### src/rtl/macro_sequencer_if.sv
// Fetch-side, decode-side and interrupt signals of the macro sequencer.
// The sequencer itself uses the slave modport; the surrounding pipeline
// (or a bench) drives the master side.
interface macro_sequencer_if;
    logic       f_valid;
    logic [6:0] f_opcode;
    logic       f_ready;
    logic       int_req;
    logic       int_ack;
    logic       d_valid;
    logic [6:0] d_opcode;
    logic [1:0] d_uop;
    logic       d_last;
    logic       d_ready;
    logic       halted;

    modport master (
        output f_valid, f_opcode, int_req, d_ready,
        input  f_ready, int_ack, d_valid, d_opcode, d_uop, d_last, halted
    );

    modport slave (
        input  f_valid, f_opcode, int_req, d_ready,
        output f_ready, int_ack, d_valid, d_opcode, d_uop, d_last, halted
    );
endinterface

### src/rtl/macro_sequencer.sv
// Macro-instruction sequencer: passes plain opcodes through a one-entry
// registered slot and expands CALL/RET/INT/RTI into PUSH/POP/JMP/NOP
// micro-op sequences; turns external interrupts into INT sequences and
// parks the front end on HLT.
//
//   state | meaning
//   ------+-------------------------------------------------------------
//   PASS  | plain pass-through; accepts fetch or starts a pending INT
//   SEQ   | emitting steps of a CALL/RET/INT/RTI sequence, fetch blocked
//   HALT  | parked after HLT; only a pending interrupt (or reset) exits
module macro_sequencer #(
    parameter int RET_BUBBLES = 1
) (
    input logic              clk,
    input logic              rst_n,
    macro_sequencer_if.slave bus
);

    typedef enum logic [1:0] {ST_PASS = 2'd0, ST_SEQ = 2'd1, ST_HALT = 2'd2} state_t;
    typedef enum logic [1:0] {K_CALL = 2'd0, K_RET = 2'd1, K_INT = 2'd2, K_RTI = 2'd3} kind_t;

    localparam logic [6:0] OP_PUSH   = 7'b1000000;
    localparam logic [6:0] OP_POP    = 7'b1001000;
    localparam logic [6:0] OP_NOP    = 7'b0000000;
    localparam logic [4:0] OP_JMP_HI = 5'b11011;
    localparam logic [2:0] BUBBLES   = 3'(RET_BUBBLES);

    state_t     state_q, state_d;
    kind_t      kind_q, kind_d;
    logic [2:0] step_q, step_d;
    logic [1:0] ab_q, ab_d;
    logic       int_pend_q, int_pend_d;
    logic       d_valid_q, d_valid_d;
    logic [6:0] d_opcode_q, d_opcode_d;
    logic [1:0] d_uop_q, d_uop_d;
    logic       d_last_q, d_last_d;
    logic       int_ack_q, int_ack_d;

    logic       slot_free;
    logic       f_ready;
    logic       start_int;
    logic       is_macro;
    logic       is_hlt;
    kind_t      sel_kind;
    logic [2:0] sel_step;
    logic [1:0] sel_ab;
    logic [6:0] seq_op;
    logic [1:0] seq_uop;
    logic       seq_last;

    assign slot_free = !d_valid_q || bus.d_ready;
    assign f_ready   = (state_q == ST_PASS) && slot_free && !int_pend_q;
    // Interrupts are only taken at an instruction boundary (PASS) or from HALT.
    assign start_int = (state_q != ST_SEQ) && slot_free && int_pend_q;
    assign is_macro  = (bus.f_opcode[6:4] == 3'b111);
    assign is_hlt    = (bus.f_opcode[6:2] == 5'b00001);

    // Select which sequence and step feed the micro-op table this cycle:
    // the running one in SEQ, otherwise step 0 of whatever is being started.
    always_comb begin
        sel_kind = kind_q;
        sel_step = step_q;
        sel_ab   = ab_q;
        if (state_q != ST_SEQ) begin
            sel_step = 3'd0;
            if (start_int) begin
                sel_kind = K_INT;
                sel_ab   = 2'b00;
            end else begin
                sel_kind = kind_t'(bus.f_opcode[3:2]);
                sel_ab   = bus.f_opcode[1:0];
            end
        end
    end

    // Micro-op table: opcode, operand tag and end-of-sequence flag per step.
    always_comb begin
        seq_op   = OP_NOP;
        seq_uop  = 2'b00;
        seq_last = 1'b0;
        case (sel_kind)
            K_CALL: begin
                if (sel_step == 3'd0) begin
                    seq_op  = OP_PUSH;
                    seq_uop = 2'b01;
                end else begin
                    seq_op   = {OP_JMP_HI, sel_ab};
                    seq_last = 1'b1;
                end
            end
            K_INT: begin
                if (sel_step == 3'd0) begin
                    seq_op  = OP_PUSH;
                    seq_uop = 2'b01;
                end else if (sel_step == 3'd1) begin
                    seq_op  = OP_PUSH;
                    seq_uop = 2'b10;
                end else begin
                    seq_op   = {OP_JMP_HI, sel_ab};
                    seq_uop  = 2'b11;
                    seq_last = 1'b1;
                end
            end
            K_RET: begin
                if (sel_step == 3'd0) begin
                    seq_op  = OP_POP;
                    seq_uop = 2'b01;
                end
                seq_last = (sel_step == BUBBLES);
            end
            default: begin
                if (sel_step == 3'd0) begin
                    seq_op  = OP_POP;
                    seq_uop = 2'b10;
                end else if (sel_step == 3'd1) begin
                    seq_op  = OP_POP;
                    seq_uop = 2'b01;
                end
                seq_last = (sel_step == BUBBLES + 3'd1);
            end
        endcase
    end

    // Next-state, slot load and interrupt bookkeeping.
    always_comb begin
        state_d    = state_q;
        kind_d     = kind_q;
        step_d     = step_q;
        ab_d       = ab_q;
        d_valid_d  = d_valid_q;
        d_opcode_d = d_opcode_q;
        d_uop_d    = d_uop_q;
        d_last_d   = d_last_q;
        int_ack_d  = 1'b0;
        int_pend_d = int_pend_q || bus.int_req;

        // A free slot with nothing new to load empties.
        if (slot_free) begin
            d_valid_d = 1'b0;
        end

        case (state_q)
            ST_PASS, ST_HALT: begin
                if (start_int || (bus.f_valid && f_ready && is_macro)) begin
                    d_valid_d  = 1'b1;
                    d_opcode_d = seq_op;
                    d_uop_d    = seq_uop;
                    d_last_d   = seq_last;
                    kind_d     = sel_kind;
                    ab_d       = sel_ab;
                    state_d    = seq_last ? ST_PASS : ST_SEQ;
                    step_d     = seq_last ? 3'd0 : 3'd1;
                    if (start_int) begin
                        int_ack_d  = 1'b1;
                        // A request arriving on the start edge is kept as a new one.
                        int_pend_d = bus.int_req;
                    end
                end else if (bus.f_valid && f_ready) begin
                    d_valid_d  = 1'b1;
                    d_opcode_d = bus.f_opcode;
                    d_uop_d    = 2'b00;
                    d_last_d   = 1'b1;
                    if (is_hlt) begin
                        state_d = ST_HALT;
                    end
                end
            end
            ST_SEQ: begin
                if (slot_free) begin
                    d_valid_d  = 1'b1;
                    d_opcode_d = seq_op;
                    d_uop_d    = seq_uop;
                    d_last_d   = seq_last;
                    state_d    = seq_last ? ST_PASS : ST_SEQ;
                    step_d     = seq_last ? 3'd0 : step_q + 3'd1;
                end
            end
            default: begin
                state_d = ST_PASS;
                step_d  = 3'd0;
            end
        endcase
    end

    // State and output registers.
    always_ff @(posedge clk or negedge rst_n) begin
        if (!rst_n) begin
            state_q    <= ST_PASS;
            kind_q     <= K_CALL;
            step_q     <= 3'd0;
            ab_q       <= 2'b00;
            int_pend_q <= 1'b0;
            d_valid_q  <= 1'b0;
            d_opcode_q <= 7'b0000000;
            d_uop_q    <= 2'b00;
            d_last_q   <= 1'b0;
            int_ack_q  <= 1'b0;
        end else begin
            state_q    <= state_d;
            kind_q     <= kind_d;
            step_q     <= step_d;
            ab_q       <= ab_d;
            int_pend_q <= int_pend_d;
            d_valid_q  <= d_valid_d;
            d_opcode_q <= d_opcode_d;
            d_uop_q    <= d_uop_d;
            d_last_q   <= d_last_d;
            int_ack_q  <= int_ack_d;
        end
    end

    assign bus.f_ready  = f_ready;
    assign bus.d_valid  = d_valid_q;
    assign bus.d_opcode = d_opcode_q;
    assign bus.d_uop    = d_uop_q;
    assign bus.d_last   = d_last_q;
    assign bus.int_ack  = int_ack_q;
    assign bus.halted   = (state_q == ST_HALT);

endmodule

### src/flat_wrapper.sv
// flat-port wrapper written by rule: the top's interface ports become plain ports
module macro_sequencer_flat 
#(
    parameter int RET_BUBBLES = 1
)
  (clk, rst_n, bus_f_valid, bus_f_opcode, bus_int_req, bus_d_ready, bus_f_ready, bus_int_ack, bus_d_valid, bus_d_opcode, bus_d_uop, bus_d_last, bus_halted);
  macro_sequencer_if bus_i ();
  input logic clk;
  input logic rst_n;
  input wire logic [$bits(bus_i.f_valid)-1:0] bus_f_valid;
  input wire logic [$bits(bus_i.f_opcode)-1:0] bus_f_opcode;
  input wire logic [$bits(bus_i.int_req)-1:0] bus_int_req;
  input wire logic [$bits(bus_i.d_ready)-1:0] bus_d_ready;
  output wire logic [$bits(bus_i.f_ready)-1:0] bus_f_ready;
  output wire logic [$bits(bus_i.int_ack)-1:0] bus_int_ack;
  output wire logic [$bits(bus_i.d_valid)-1:0] bus_d_valid;
  output wire logic [$bits(bus_i.d_opcode)-1:0] bus_d_opcode;
  output wire logic [$bits(bus_i.d_uop)-1:0] bus_d_uop;
  output wire logic [$bits(bus_i.d_last)-1:0] bus_d_last;
  output wire logic [$bits(bus_i.halted)-1:0] bus_halted;
  assign bus_i.f_valid = bus_f_valid;
  assign bus_i.f_opcode = bus_f_opcode;
  assign bus_i.int_req = bus_int_req;
  assign bus_i.d_ready = bus_d_ready;
  assign bus_f_ready = bus_i.f_ready;
  assign bus_int_ack = bus_i.int_ack;
  assign bus_d_valid = bus_i.d_valid;
  assign bus_d_opcode = bus_i.d_opcode;
  assign bus_d_uop = bus_i.d_uop;
  assign bus_d_last = bus_i.d_last;
  assign bus_halted = bus_i.halted;
  macro_sequencer #(.RET_BUBBLES(RET_BUBBLES)) u_core (.clk(clk), .rst_n(rst_n), .bus(bus_i));
endmodule
### config.mk
export PLATFORM = sky130hd
export DESIGN_NAME = macro_sequencer_flat
export DESIGN_NICKNAME = d
export VERILOG_FILES = /design/src/rtl/macro_sequencer_if.sv /design/src/rtl/macro_sequencer.sv /design/src/flat_wrapper.sv
export SDC_FILE = /design/constraint.sdc
export NUM_CORES = 1
export LEC_CHECK = 0
export ABC_AREA = 1
export CORE_MARGIN = 2
export CORE_UTILIZATION = 51
export CTS_CLUSTER_DIAMETER = 30
export DETAILED_ROUTE_END_ITERATION = 10
export GPL_ROUTABILITY_DRIVEN = 0
export GPL_TIMING_DRIVEN = 0
export HOLD_SLACK_MARGIN = 0.08
export PLACE_DENSITY = 0.77
export SLEW_MARGIN = 10
export SYNTH_ARGS = -nofsm -noshare
export SYNTH_HDL_FRONTEND = slang
export SYNTH_SLANG_ARGS = --single-unit
### constraint.sdc
create_clock -name clk -period 1.55 [get_ports clk]
set_input_delay 0.2325 -clock clk [delete_from_list [all_inputs] [get_ports clk]]
set_output_delay 0.2325 -clock clk [all_outputs]
set_load 0.03 [all_outputs]
Yosys cells after proc, flatten, opt, wreduce, memory -nomap -nowiden

Index checks and enable logic that the tools add are counted.
Widths: inputs -> output; s select.

Register bits: 22
Bits in latches: 0
Bits in writable memories: 0
ROM bits: 0
Input port bits: 12
Memories kept: 0

Add/sub/neg operators: 1
Multipliers: 0
Divide/modulo/power cells: 0
Magnitude comparators: 0
Eq/ne operators: 13
Shift-type cells: 0
Multiplexer cells: 56
Bitwise gates (word level): 0
Reductions and logical operators: 21

Operators by type and width:

| cell                | number |
|---|---|
| $mux 7              | 7 |
| $mux 2              | 13 |
| $mux 1              | 21 |
| $pmux 7 s3          | 1 |
| $pmux 7 s2          | 1 |
| $mux 3              | 4 |
| $mux 6              | 2 |
| $pmux 2 s2          | 3 |
| $logic_and 1x1->1   | 6 |
| $ne 2x1->1 const B  | 3 |
| $ne 3x1->1 const B  | 2 |
| $pmux 3 s2          | 1 |
| $reduce_and 3->1    | 2 |
| $eq 5x1->1 const B  | 1 |
| $eq 2x1->1 const B  | 2 |
| $eq 2x2->1 const B  | 2 |
| $logic_not 2->1     | 2 |
| $pmux 1 s2          | 2 |
| $reduce_and 2->1    | 2 |
| $reduce_or 2->1     | 2 |
| $add 3x1->3 const B | 1 |
| $eq 3x1->1 const B  | 1 |
| $eq 3x2->1 const B  | 1 |
| $eq 3x3->1 const B  | 1 |
| other kinds (5)     | 8 |

Depth between registers and ports, before layout

Word-level depth: 11
Mapped depth: 11

Least setup slack after synthesis

OpenSTA, ideal clock, no wires.

Path type: register to register
From: register u_core.d_valid_q, in the netlist u_core.bus.d_valid
To: register u_core.d_opcode_q[4], in the netlist u_core.bus.d_opcode[4]
Setup time: 0.122 ns
Arrival time: 1.524 ns
Data required time: 1.428 ns
Path slack: -0.096 ns
Stages on the path, launching flop included: 10
Path buffers: 1
Clock period less this slack: 1.646 ns
Cells stage by stage: dfrtp_1 nand2_2 inv_1 nor2_4 nand2_1 nand3_1 nand3_2 buf_6 nand2_1 o21ai_1

Elaborated cells between the ends (all ways): 21
Those cells by class: 4 x eq/ne; 6 x mux; 11 x reduce/logical

RTL lines:

| element                                                  | line                                           | RTL |
|---|---|---|
| start, declared                                          | macro_sequencer.sv:33                          | `logic d_valid_q, d_valid_d;` |
| start signal, assigned                                   | macro_sequencer.sv:204                         | `d_valid_q <= d_valid_d;` |
| $logic_not 1->1 *                                        | macro_sequencer.sv:51                          | `assign slot_free = !d_valid_q \|\| bus.d_ready;` |
| $logic_or 1x1->1 *                                       | macro_sequencer.sv:51                          |  |
| $logic_and 1x1->1 * (2 in a row)                         | macro_sequencer.sv:52                          | `assign f_ready = (state_q == ST_PASS) && slot_free && !int_pend_q;` |
| net bus_f_ready                                          | flat_wrapper.sv:14                             | `output wire logic [$bits(bus_i.f_ready)-1:0] bus_f_ready;` |
| $logic_and 1x1->1 *                                      | macro_sequencer.sv:144, macro_sequencer.sv:158 |  |
| $logic_and 1x1->1                                        | macro_sequencer.sv:144                         | `if (start_int \|\| (bus.f_valid && f_ready && is_macro)) begin` |
| $logic_or 1x1->1                                         | macro_sequencer.sv:144                         |  |
| $ne 3x1->1 (no line) or $mux 7 (tied branches)           | n/a                                            |  |
| $reduce_and 3->1 (no line) or $pmux 7 s2 (tied branches) | n/a                                            |  |
| end signal, assigned                                     | macro_sequencer.sv:205                         | `d_opcode_q <= d_opcode_d;` |
| end, declared                                            | macro_sequencer.sv:34                          | `logic [6:0] d_opcode_q, d_opcode_d;` |

The timed path passes the listed nets; every way through them passes the cells marked *. The select of a mux whose other input is x is not followed.
A chain may end at the register's enable or synchronous reset.

Worst setup path in the final report

From: register u_core.state_q[0]
To: output port bus_f_ready

Cells in the longest elaborated chain, start to end: 3

RTL lines:

| element                        | line                   | RTL |
|---|---|---|
| start, declared                | macro_sequencer.sv:28  | `state_t state_q, state_d;` |
| start signal, assigned         | macro_sequencer.sv:199 | `state_q <= state_d;` |
| $logic_not 2->1                | macro_sequencer.sv:52  |  |
| $logic_and 1x1->1 (2 in a row) | macro_sequencer.sv:52  |  |
| end, declared                  | flat_wrapper.sv:14     |  |

No other way between the ends.

==> flow_summary.ini <==
[placed_design]
place_ws_ns = -0.409
dpl.hpwl_mm = 2.42
portBuffers = 25
dp_cells = 243

[die]
core-area_sq_mm = 0.00252
dieHeight_microns = 55.9
start_util_pct = 54.4
num_rows = 18
die_area_sq_mm = 0.00312
fp.dieW_microns = 55.9
io_pins = 26

[final_layout]
final_cells = 257
n_antenna_cell = 0
nNetsFinal = 241
syn2layout_area_growth_pct = 32.3
fin_util_pct = 71.9
drive_gt1_share_pct = 22.5

[timing]
rsz0062_at_grt = yes
fmax_mhz = 641
max_slew.worst_pin.slew_ns = 1.01
max-slew-margin-rel_pct = 32.3
fin_skew_ns = 0.0116
setup_viol = 1
setup_tns_ns = -0.00975
final-max-slew-violation-count = 0
layout_setup_ws_ns = -0.00975
hold_viol = 0
hold-worst-slack_ns = 0.456
fin_crit_ns = 1.56
final.period_utilization_pct = 101

[synth]
postSynthCellCount = 188
ys_types = 25
ys_seq_area_share_pct = 40.1
avgSynthCellArea_sq_um = 7.29
synth-seq-cells = 22
syn_area_sq_mm = 0.00137
yosysWarnings = 0
syn-num-nets = 201

[status]
status = finished, violations left
violations = negative setup slack

[drt]
wl_per_cell_microns = 13.5
drc = 0
viasPerCell = 5.31
detail_route.wirelength_mm = 3.48
num_vias = 1365
ant_nets = 0
drt_first_pass_iters = 4
initialDrtViolationCount = 33

[clock_network]
cts_buffers = 3
worstSkewPairLatency_ns = 0.31
h-tree-depth = 1
clk_pin_slew_worst_paths_ns = 0.13
clock-sinks = 22
cts_tree = yes
root_buffer = clkbuf_4
clockBufferDepth = 2
ctsHoldBuffers = 0

[global_routing]
grt_pass1_wl_mm = 5.55
grt_antenna_before_repair = 0
track_usage_pct = 21.9
grt_pass1_vias = 1289
grt_overflow = 0
grt_max_degree = 23

[pwr]
combPwrFrac_pct = 66.7
switching_share_pct = 51.1
power_density_mw_per_mm2 = 2100
seq_power_share_pct = 26.1
leakage_nw = 1.01
vdd_drop_max_uv = 1710
internal_power_w = 0.00186
switching_power_w = 0.00195
power_frac_clock_pct = 7.2

[critical_path]
critPathArrivalTime_ns = 1.33
required_ns = 1.32
path_class = reg -> out
cp_max_fo = 5
start_kind = register
cp-end-kind = primary output

[hold_path]
min_path_type = in -> async

[flow_run]
drv_cap = 0
[final timing paths]
kind	from	endpoint	slack, ns	cells after the start
worst min register to register	u_core.bus.d_opcode[3]	u_core.bus.d_opcode[3]	0.49	2
max in group asynchronous	rst_n	u_core.state_q[1]	0.41	1
worst min-delay path	rst_n	u_core.int_pend_q	0.46	1
min in group clk	bus_int_req	u_core.int_pend_q	0.48	2
worst max register to register	u_core.state_q[0]	u_core.int_pend_q	0.01	8
worst max-delay path	u_core.state_q[0]	bus_f_ready	-0.01	5
[cells in the mapped netlist]
| master | instances | area [sq um] |
|---|---|---|
| a21o_1 | 1 | 7.51 |
| a21oi_1 | 1 | 5.00 |
| a21oi_2 | 1 | 8.76 |
| buf_4 | 1 | 7.51 |
| buf_6 | 2 | 22.5 |
| clkinv_2 | 1 | 5.00 |
| dfrtp_1 | 22 | 551 |
| ha_1 | 1 | 12.5 |
| inv_1 | 20 | 75.1 |
| inv_2 | 4 | 15.0 |
| nand2_1 | 71 | 267 |
| nand2_2 | 4 | 25.0 |
| nand2_4 | 2 | 22.5 |
| nand3_1 | 23 | 115 |
| nand3_2 | 2 | 20.0 |
| nand3_4 | 3 | 52.6 |
| nand3b_1 | 1 | 7.51 |
| nand4_1 | 6 | 37.5 |
| nor2_1 | 10 | 37.5 |
| nor2_4 | 2 | 22.5 |
| nor3_1 | 1 | 5.00 |
| nor4_1 | 1 | 6.26 |
| o21ai_0 | 3 | 15.0 |
| o21ai_1 | 4 | 20.0 |
| xnor2_1 | 1 | 8.76 |
[layout by cell type, fill, tap and decap left out, types with 2 or more instances in the layout]
master	Yosys	layout
dfrtp_1	22	20
buf_4	1	9
nand3_4	3	5
nand2_2	4	8
nand4_1	6	6
nor2_1	10	8
nand2_4	2	3
dfrtp_2	0	2
nand3_2	2	2
nor2_4	2	3
nand2_1	71	66
o21ai_0	3	3
clkdlybuf4s50_1	0	11
nand3_1	23	21
inv_2	4	6
inv_1	20	17
buf_6	2	3
dlygate4sd2_1	0	12
o21ai_1	4	4
clkbuf_4	0	3
[registers in the layout, indices dropped and copies added, names as in the netlist]
| register | cells |
|---|---|
| u_core.step_q | 3 |
| u_core.ab_q | 2 |
| u_core.bus.d_valid | 1 |
| u_core.bus.d_opcode | 7 |
| u_core.int_pend_q | 1 |
| u_core.bus.int_ack | 1 |
| u_core.state_q | 2 |
| u_core.bus.d_uop | 2 |
| u_core.bus.d_last | 1 |
| u_core.kind_q | 2 |
[cells by family after synthesis]
group                    synth area share (%)
AO/OA/AOI/OAI                            4.11
XOR/XNOR                                0.639
adder cells (fa/ha/maj)                 0.912
buffers and inverters                    9.12
flip-flops                               40.1
AND/OR/NAND/NOR                          45.1
[power by group through the flow]
stage	registers [W]	clock network, W	logic, W
after floorplan	0.00123	0	0.00141
after global placement	0.000986	0	0.00223
after detailed placement	0.00100	0	0.00229
after CTS	0.000983	0.000277	0.00228
after global routing	0.00102	0.000299	0.00281
final	0.000996	0.000274	0.00254
[routing by layer]
layer,track usage [%],share of wire [%]
met5,0,0
met4,5.10,2.0
met3,3.26,4.7
met2,40.5,50
met1,26.6,43
[repair_timing]
| action | 4_1_cts | 5_1_grt |
|---|---|---|
| pin swaps | 1 | 6 |
| gates resized for setup | 25 | 14 |
| buffers inserted | 1 | 8 |
| gates cloned | 0 | 1 |
| endpoints found under the setup margin | 28 | 21 |
[through the flow]
step           instance area (sq um)  power, W
2_1_floorplan                   1380   0.00264
3_3_place_gp                    1670   0.00322
3_5_place_dp                    1670   0.00329
4_1_cts                         1710   0.00354
5_1_grt                         1810   0.00413
6_report                        1810   0.00381
[critical path, stage by stage, from the launching register on]
cell and delay [ns]:
dfrtp_1 0.43, buf_6 0.15, nor2_4 0.07, nand2_2 0.07
nor2_4 0.16, buf_6 0.15
[area by class of cell]
cell class,count,area [sq um]
Tap cell,30,37.5
Clock buffer,4,26.3
Timing Repair Buffer,35,322
Buffer,3,30.0
Multi-Input combinational cell,138,748
Sequential cell,22,553
Inverter,25,97.6
Fill cell,204,708
Note: power is estimated with default switching activity, not from simulation.
